[config.mk]
export PLATFORM = sky130hd
export DESIGN_NAME = check_digit
export DESIGN_NICKNAME = d
export VERILOG_FILES = /design/src/rtl/check_digit_pkg.sv /design/src/rtl/check_digit.sv
export SDC_FILE = /design/constraint.sdc
export NUM_CORES = 1
export LEC_CHECK = 0
export CAP_MARGIN = 20
export CORE_MARGIN = 5
export CORE_UTILIZATION = 52
export CTS_BUF_LIST = sky130_fd_sc_hd__clkbuf_4 sky130_fd_sc_hd__clkbuf_8 sky130_fd_sc_hd__clkbuf_16
export CTS_CLUSTER_SIZE = 14
export DETAILED_ROUTE_END_ITERATION = 6
export PLACE_DENSITY = 0.82
export SLEW_MARGIN = 40
export SYNTH_ARGS = -nofsm -noshare
export SYNTH_HDL_FRONTEND = slang
export SYNTH_SLANG_ARGS = --single-unit
[constraint.sdc]
create_clock -name clk -period 3.92 [get_ports clk]
set_input_delay 0.98 -clock clk [delete_from_list [all_inputs] [get_ports clk]]
set_output_delay 0.98 -clock clk [all_outputs]
set_load 0.005 [all_outputs]
[src/rtl/check_digit_pkg.sv]
`default_nettype none
// ============================================================================
//  Module   : check_digit_pkg
//  Purpose  : Shared helper for the digit checker. The parent pre-inverts
//             every input bit where the target digit has a 1. A digit
//             therefore matches exactly when all four conditioned bits are 0.
//  Contents : digit_hit() - 4-input NOR of a conditioned nibble
//  Revision : 1.0  initial release
// ============================================================================
package check_digit_pkg;

  function automatic logic digit_hit(input logic [3:0] i_nib);
    return ~|i_nib;
  endfunction

endpackage
`default_nettype wire

[src/rtl/check_digit.sv]
`default_nettype none
// ============================================================================
//  Module   : check_digit
//  Purpose  : Combinational 4-bit digit matcher with registered observers.
//             The observers are a delayed match, a rising-edge pulse, a run
//             counter that drives the stable flag, and a saturating count of
//             cycles in which the digit matched.
//  Ports    : match      out  combinational NOR(a,b,c,d)
//             a,b,c,d    in   pre-conditioned pattern bits (a = MSB)
//             clk        in   rising-edge clock
//             reset      in   synchronous active-high reset
//             match_q    out  match delayed by one cycle
//             rise       out  one-cycle pulse on a match_q 0->1 transition
//             stable     out  match seen STABLE_CYCLES consecutive cycles
//             match_cnt  out  saturating count of match-high cycles
//  Notes    : The first five ports keep their original order. This keeps
//             legacy positional instantiations (match, a, b, c, d) valid.
//  Revision : 1.0  initial release
// ============================================================================
module check_digit
  import check_digit_pkg::*;
#(
  parameter int CNT_W         = 8,
  parameter int STABLE_CYCLES = 4
) (
  output logic             match,
  input  logic             a,
  input  logic             b,
  input  logic             c,
  input  logic             d,
  input  logic             clk,
  input  logic             reset,
  output logic             match_q,
  output logic             rise,
  output logic             stable,
  output logic [CNT_W-1:0] match_cnt
);

  localparam logic [CNT_W-1:0] c_STABLE  = CNT_W'(STABLE_CYCLES);
  localparam logic [CNT_W-1:0] c_CNT_MAX = '1;
  localparam logic [CNT_W-1:0] c_ONE     = CNT_W'(1);

  logic             w_match;
  logic             r_match_q;
  logic             r_rise;
  logic [CNT_W-1:0] r_run;
  logic [CNT_W-1:0] r_cnt;

  // The match path stays purely combinational and ignores clk and reset.
  assign w_match = digit_hit({a, b, c, d});
  assign match   = w_match;

  always_ff @(posedge clk) begin
    if (reset) begin
      r_match_q <= 1'b0;
      r_rise    <= 1'b0;
    end else begin
      r_match_q <= w_match;
      // Compare against the old match_q. The pulse therefore lines up with
      // the cycle in which match_q first reads 1.
      r_rise    <= w_match & ~r_match_q;
    end
  end

  // Run length of the current match streak. It holds at STABLE_CYCLES and
  // does not keep counting, so it can never wrap back below the threshold.
  always_ff @(posedge clk) begin
    if (reset || !w_match) begin
      r_run <= '0;
    end else if (r_run != c_STABLE) begin
      r_run <= r_run + c_ONE;
    end
  end

  // Total match cycles. Only reset clears this counter; a non-match cycle
  // leaves it unchanged.
  always_ff @(posedge clk) begin
    if (reset) begin
      r_cnt <= '0;
    end else if (w_match && (r_cnt != c_CNT_MAX)) begin
      r_cnt <= r_cnt + c_ONE;
    end
  end

  assign match_q   = r_match_q;
  assign rise      = r_rise;
  assign stable    = (r_run == c_STABLE);
  assign match_cnt = r_cnt;

endmodule
`default_nettype wire

==> qor.tcl, run 1 <==
set qor(synth_sequential_area_ratio_pct) 43.4
set qor(timing.setup.critical_path_class) {in -> out}
set qor(cp.arrival_ns) 2.55
set qor(globalRouteTotalUtil_pct) 15.1
set qor(antenna_found_initial) 0
set qor(cellPowerDensity_nw_per_um2) 293
set qor(tritoncts) {yes}
set qor(timing.final.crit_period_ns) 3.53
set qor(floorplan.die_area_um2) 2500
set qor(outcome) {complete, no violations}
set qor(hold_buffer_count_at_cts) 0
set qor(synthToLayoutAreaGrowth_pct) 26.8
set qor(tns_ns) 0
set qor(tightest_slew_ns) 0.397
set qor(tritoncts.num_buffers) 3
set qor(worst_r2r_endpoint) {match_cnt[1]}
set qor(hpwlAfterDp_um) 1320
set qor(die_h_um) 50.0
set qor(ctsResizeCount) 0
set qor(ir_drop_mv) 0.233
set qor(critical_path.top_delay_family) {buffers and inverters}
set qor(post-cts-setup-buffer-count) 0
set qor(finalClockSkew_ns) 0.00178
set qor(core_region_area_um2) 1510
set qor(worst-r2r-cell-count) 5
set qor(cell_rows) 14
set qor(rsz0062_at_grt) {false}
set qor(finalHoldViolCount) 0
set qor(worstSetupPathDepth) 4
set qor(clock_insertion_delay_at_the_later_pin_of_the_skew_report_ns) 0.28
set qor(critical_path.startpoint) {b}
set qor(crit_end) {match}
set qor(final_util_pct) 69.9
set qor(reg2reg_setup_slack_ns) 2.46
set qor(report.final.slew_viol_count) 0
set qor(grt_pass1_vias) 728
set qor(syn-cell-area_um2) 831
set qor(clk_root_buffer_cell) {sky130_fd_sc_hd__clkbuf_4}
set qor(place_ws_ns) 0.388
set qor(syn-num-nets) 102
set qor(crit_buf_inv) 3
set qor(type_of_the_most_critical_hold_path) {reg -> reg}
set qor(grt_use_met1_pct) 16.9
set qor(cts_num_sinks) 18
set qor(peak_usage_layer_in_the_global_routing_report) {met2}
set qor(critical_path_required_ns) 2.94
set qor(detail_route.drc_violations) 0
set qor(die_width_um) 50.0
set qor(synthCells) 93
set qor(via_count) 704
set qor(initial_utilization_pct) 55.1
set qor(finalSetupViolations) 0
set qor(crit_fanout) 6
set qor(fmax_ghz) 0.283
set qor(max_cap_violations) 0
set qor(portBuffers) 17
set qor(yosys_warnings) 0
set qor(critPathMostFrequentCell) {sky130_fd_sc_hd__clkdlybuf4s50_1}
set qor(ant_nets) 0
set qor(maximum_number_of_pins_on_one_net_before_global_route_repair) 11
set qor(max_stage_delay_ns) 0.58
set qor(design.final.nets) 123
set qor(routabilityCongestion) 0.847
set qor(clk_path_buf_depth) 2
set qor(synth_top_area_share_pct) 43.4
set qor(routed_vias_inst) 5.46
set qor(final_std_cell_area_no_fill_um2) 1050
set qor(synth_largest_area_cell) {sky130_fd_sc_hd__dfxtp_1}
set qor(worst_r2r_startpoint) {match_cnt[0]}
set qor(final_critical_path_setup_slack_ns) 0.390
set qor(place_area_um2) 1020
set qor(power.leakage_nw) 0.413
set qor(first_pass_iters) 4
set qor(most-common-layout-cells) {sky130_fd_sc_hd__dfxtp_1 (18), sky130_fd_sc_hd__clkdlybuf4s50_1 (17), sky130_fd_sc_hd__nor2_1 (11), sky130_fd_sc_hd__nand3_1 (9), sky130_fd_sc_hd__a21oi_1 (7)}
set qor(crit_path_cell_trace) {clkdlybuf4s50_1, or4_4, clkinv_4, clkdlybuf4s50_1}
set qor(drt_iter0_drc) 6
set qor(num_antenna_cells) 0
set qor(grt_use_met3_pct) 3.92
set qor(top_cells_by_area_in_the_synthesized_netlist) {sky130_fd_sc_hd__dfxtp_1 (43%), sky130_fd_sc_hd__nand3_1 (5.4%), sky130_fd_sc_hd__xor2_1 (5.3%)}
set qor(grt_first_pass_wirelength_um) 3020
set qor(wire_per_inst_um) 12.6
set qor(drive_gt1_share_pct) 7.96
set qor(number_of_fillers_in_the_final_layout) 130
set qor(syn-mean-instance-area_um2) 8.93
set qor(clock_tree.htree_level_count) 1
set qor(pin_count) 18
set qor(grt.overflow.total) 0
set qor(worst_setup_path_end_kind) {primary output}
set qor(most_common_cell_after_layout_fill_and_taps_aside) {sky130_fd_sc_hd__dfxtp_1}
set qor(met2_usage_pct) 26.3
set qor(synth_cell_type_count) 30
set qor(routed_wire_length_um) 1630
set qor(clkTransAtPathRegs_ns) 0.10
set qor(timing.critical_path.from_type) {input pin}
set qor(worst_slew_margin_rel_pct) 73.3
set qor(synthesis_stage_register_bit_count) 18
set qor(timing.critical_path.slowest_stage_cell) {sky130_fd_sc_hd__or4_4}
set qor(min_period_over_period_pct) 90.1
==> report_power, final <==
part           switching [mW]  leakage (nW)  internal [mW]
logic                 0.00542         0.246        0.00795
clock network          0.0542        0.0210         0.0565
registers            0.000888         0.145          0.184
==> cells by family (layout without fill, tap and decap cells) <==
kind of cell,count (synthesis),after routing,synth area share [%]
flops,18,18,43.4
mux,3,3,3.77
xor+xnor,7,7,7.38
simple gates,40,40,26.1
compound gates,15,15,11.1
buf+inv,7,27,3.77
fa+ha+maj,3,3,4.52
==> through the flow <==
step	instances	power, mW	hold WS [ns]
after global routing	129	0.325	0.458
after CTS	129	0.312	0.439
after detailed placement	125	0.202	0.425
after floorplan	93	0.194	0.416
after global placement	125	0.202	0.402
final	129	0.309	0.438
==> sequential cells by signal (all words and copies together) (netlist names) <==
name	count
match_cnt	8
match_q	1
r_run	8
rise	1
==> layer usage <==
layer / routed length [um] / vias to the layer above
met5: 0 / -
met4: 8 / 0
met3: 71 / 2
met2: 867 / 14
met1: 682 / 322
li1: - / 366
==> cell type report <==
cell class | instances | area [um^2] | share of cell area (%)
Timing Repair Buffer | 17 | 170 | 16.2
Inverter | 6 | 27.5 | 2.61
Sequential cell | 18 | 360 | 34.2
Clock buffer | 4 | 36.3 | 3.44
Multi-Input combinational cell | 68 | 439 | 41.7
Tap cell | 16 | 20.0 | 1.90
==> cells in the mapped netlist <==
library cell	instances
sky130_fd_sc_hd__nand2_1	5
sky130_fd_sc_hd__inv_1	5
sky130_fd_sc_hd__nor2_1	11
sky130_fd_sc_hd__a31o_2	1
sky130_fd_sc_hd__nor4_1	1
sky130_fd_sc_hd__clkinv_4	1
sky130_fd_sc_hd__nand3_1	9
sky130_fd_sc_hd__a211oi_1	2
sky130_fd_sc_hd__o21ai_0	1
sky130_fd_sc_hd__nor2b_1	1
sky130_fd_sc_hd__or3_1	1
sky130_fd_sc_hd__ha_1	3
sky130_fd_sc_hd__and2_1	1
sky130_fd_sc_hd__a31oi_1	1
sky130_fd_sc_hd__nor3_4	1
sky130_fd_sc_hd__a311oi_1	1
sky130_fd_sc_hd__o21ai_1	1
sky130_fd_sc_hd__xnor2_1	2
sky130_fd_sc_hd__clkbuf_1	1
sky130_fd_sc_hd__mux2i_1	2
sky130_fd_sc_hd__dfxtp_1	18
sky130_fd_sc_hd__nand2b_1	2
sky130_fd_sc_hd__a21oi_1	7
sky130_fd_sc_hd__nand4_1	2
sky130_fd_sc_hd__nand4b_1	1
sky130_fd_sc_hd__o21ai_2	1
sky130_fd_sc_hd__mux2_1	1
sky130_fd_sc_hd__or4_4	1
sky130_fd_sc_hd__and3_1	4
sky130_fd_sc_hd__xor2_1	5
==> worst min path at each step <==
stage / cells past startpoint / start / endpoint
global placement: 1 / match_q / rise
global route: 1 / match_q / rise
CTS: 1 / match_q / rise
floorplan: 1 / match_q / rise
detailed placement: 1 / match_q / rise
finish: 1 / match_q / rise
No activity file was read; power rests on OpenSTA's default activity.
==> run 2: changes to the inputs <==
- REMOVE_ABC_BUFFERS: unset -> 1
==> qor.tcl, run 2 (same netlist as run 1, synthesis figures left out) <==
set qor(outcome) {complete, no violations}
set qor(timing.final.crit_period_ns) 3.52
set qor(power.leakage_nw) 0.405
set qor(worst-r2r-cell-count) 5
set qor(clock_tree.htree_level_count) 1
set qor(design_power_total_uw) 285
set qor(floorplan.die_area_um2) 2500
set qor(worst_r2r_endpoint) {match_cnt[1]}
set qor(grt_first_pass_wirelength_um) 2900
set qor(cell_rows) 14
set qor(total_switching_power_uw) 57.3
set qor(max_cap_violations) 0
set qor(most_common_cell_after_layout_fill_and_taps_aside) {sky130_fd_sc_hd__dfxtp_1}
set qor(wire_per_inst_um) 13.1
set qor(multi_input_area_um2) 439
set qor(rsz0062_at_grt) {false}
set qor(routabilityCongestion) 0.841
set qor(globalRouteTotalUtil_pct) 14.5
set qor(finalClockSkew_ns) 0.00161
set qor(drt_iter0_drc) 8
set qor(finalHoldViolCount) 0
set qor(hold_buffer_count_at_cts) 0
set qor(routed_vias_inst) 5.73
set qor(drive_gt1_share_pct) 7.14
set qor(critical_path_required_ns) 2.94
set qor(final_util_pct) 69.0
set qor(tns_ns) 0
set qor(finalSetupViolations) 0
set qor(tritoncts) {yes}
set qor(routed_wire_length_um) 1670
set qor(first_pass_iters) 4
set qor(worst_r2r_startpoint) {match_cnt[0]}
set qor(maximum_number_of_pins_on_one_net_before_global_route_repair) 11
set qor(tritoncts.num_buffers) 3
set qor(type_of_the_most_critical_hold_path) {reg -> reg}
set qor(post-cts-setup-buffer-count) 0
set qor(cellInternalPower_uw) 227
set qor(die_h_um) 50.0
set qor(report.final.slew_viol_count) 0
set qor(place_area_um2) 1020
set qor(antenna_found_initial) 0
set qor(clk_root_buffer_cell) {sky130_fd_sc_hd__clkbuf_4}
set qor(ctsResizeCount) 0
set qor(swShare_pct) 20.1
set qor(die_width_um) 50.0
set qor(initial_utilization_pct) 55.1
set qor(tightest_slew_ns) 0.404
set qor(final_std_cell_area_no_fill_um2) 1040
set qor(place_ws_ns) 0.397
set qor(worstHoldPathCells) 1
set qor(clockPowerShare_pct) 30.5
set qor(grt_pass1_vias) 684
set qor(cp.arrival_ns) 2.54
set qor(design.final.nets) 123
set qor(most-common-layout-cells) {sky130_fd_sc_hd__dfxtp_1 (18), sky130_fd_sc_hd__clkdlybuf4s50_1 (17), sky130_fd_sc_hd__nor2_1 (11), sky130_fd_sc_hd__nand3_1 (9), sky130_fd_sc_hd__a21oi_1 (7)}
set qor(min-delay-start) {match_q}
set qor(cellPowerDensity_nw_per_um2) 274
set qor(reg2reg_setup_slack_ns) 2.43
set qor(final_critical_path_setup_slack_ns) 0.399
set qor(worst_setup_path_end_kind) {primary output}
set qor(crit_fanout) 6
set qor(via_count) 734
set qor(core_region_area_um2) 1510
set qor(ant_nets) 0
set qor(holdPathEnd) {rise}
set qor(cts_num_sinks) 18
set qor(portBuffers) 17
set qor(synthToLayoutAreaGrowth_pct) 25.2
set qor(detail_route.drc_violations) 0
set qor(min_period_over_period_pct) 89.8
set qor(grt.overflow.total) 0
set qor(ir_drop_mv) 0.258
set qor(power_frac_seq_pct) 64.9
set qor(timing.setup.critical_path_class) {in -> out}
set qor(clk_path_buf_depth) 2
set qor(hpwlAfterDp_um) 1310
set qor(timing.critical_path.from_type) {input pin}
set qor(comb_power_share_pct) 4.7
set qor(worst_slew_margin_rel_pct) 72.8
set qor(pin_count) 18
set qor(clock_insertion_delay_at_the_later_pin_of_the_skew_report_ns) 0.28
set qor(clkTransAtPathRegs_ns) 0.09
set qor(number_of_fillers_in_the_final_layout) 130
set qor(num_antenna_cells) 0
set qor(register_area_um2) 360
set qor(fmax_ghz) 0.284
==> run 2: changes by cell type in the layout (fill, tap and decap cells not counted), sizes merged <==
cell	change
clkbuf	-1
==> run 2: worst max-delay path by stage <==
stage                     startpoint     to  slack, ns  depth (start not counted)
after floorplan                    b  match       1.32                          2
after global placement             b  match       0.41                          4
after detailed placement           b  match       0.40                          4
after CTS                          b  match       0.39                          4
after global routing               b  match       0.36                          4
final                              b  match       0.40                          4
==> run 2: routing by layer <==
metal  track usage (%)  vias up  wire length (um)
met5                 0        -                 0
met4              3.06        0                14
met3              5.72        2                83
met2              26.1       16               870
met1              15.8      353               705
li1                  -      363                 -
==> run 2: power by group through the flow <==
stage,logic (mW),registers (mW),clock network [mW]
floorplan,0.00404,0.189,0
detailed placement,0.0134,0.189,0
finish,0.0133,0.185,0.0867
global route,0.0146,0.185,0.0982
CTS,0.0135,0.185,0.0900
global placement,0.0129,0.189,0
==> run 2: critical path: stages <==
cell	delay, ns
sky130_fd_sc_hd__clkdlybuf4s50_1	0.40
sky130_fd_sc_hd__or4_4	0.57
sky130_fd_sc_hd__clkinv_4	0.09
sky130_fd_sc_hd__clkdlybuf4s50_1	0.50
==> run 2: per-stage QoR <==
stage | hold WS, ns | instances
4_1_cts | 0.427 | 128
3_3_place_gp | 0.398 | 125
3_5_place_dp | 0.414 | 125
5_1_grt | 0.438 | 128
2_1_floorplan | 0.416 | 92
6_report | 0.423 | 128
==> run 2: layout make-up <==
type                    count  share of cell area [%]
well taps                  16                    1.93
repair buffers             17                    16.4
inverters                   6                    2.65
multi-input cells          68                    42.2
clock buffers               3                    2.17
flip-flops and latches     18                    34.7
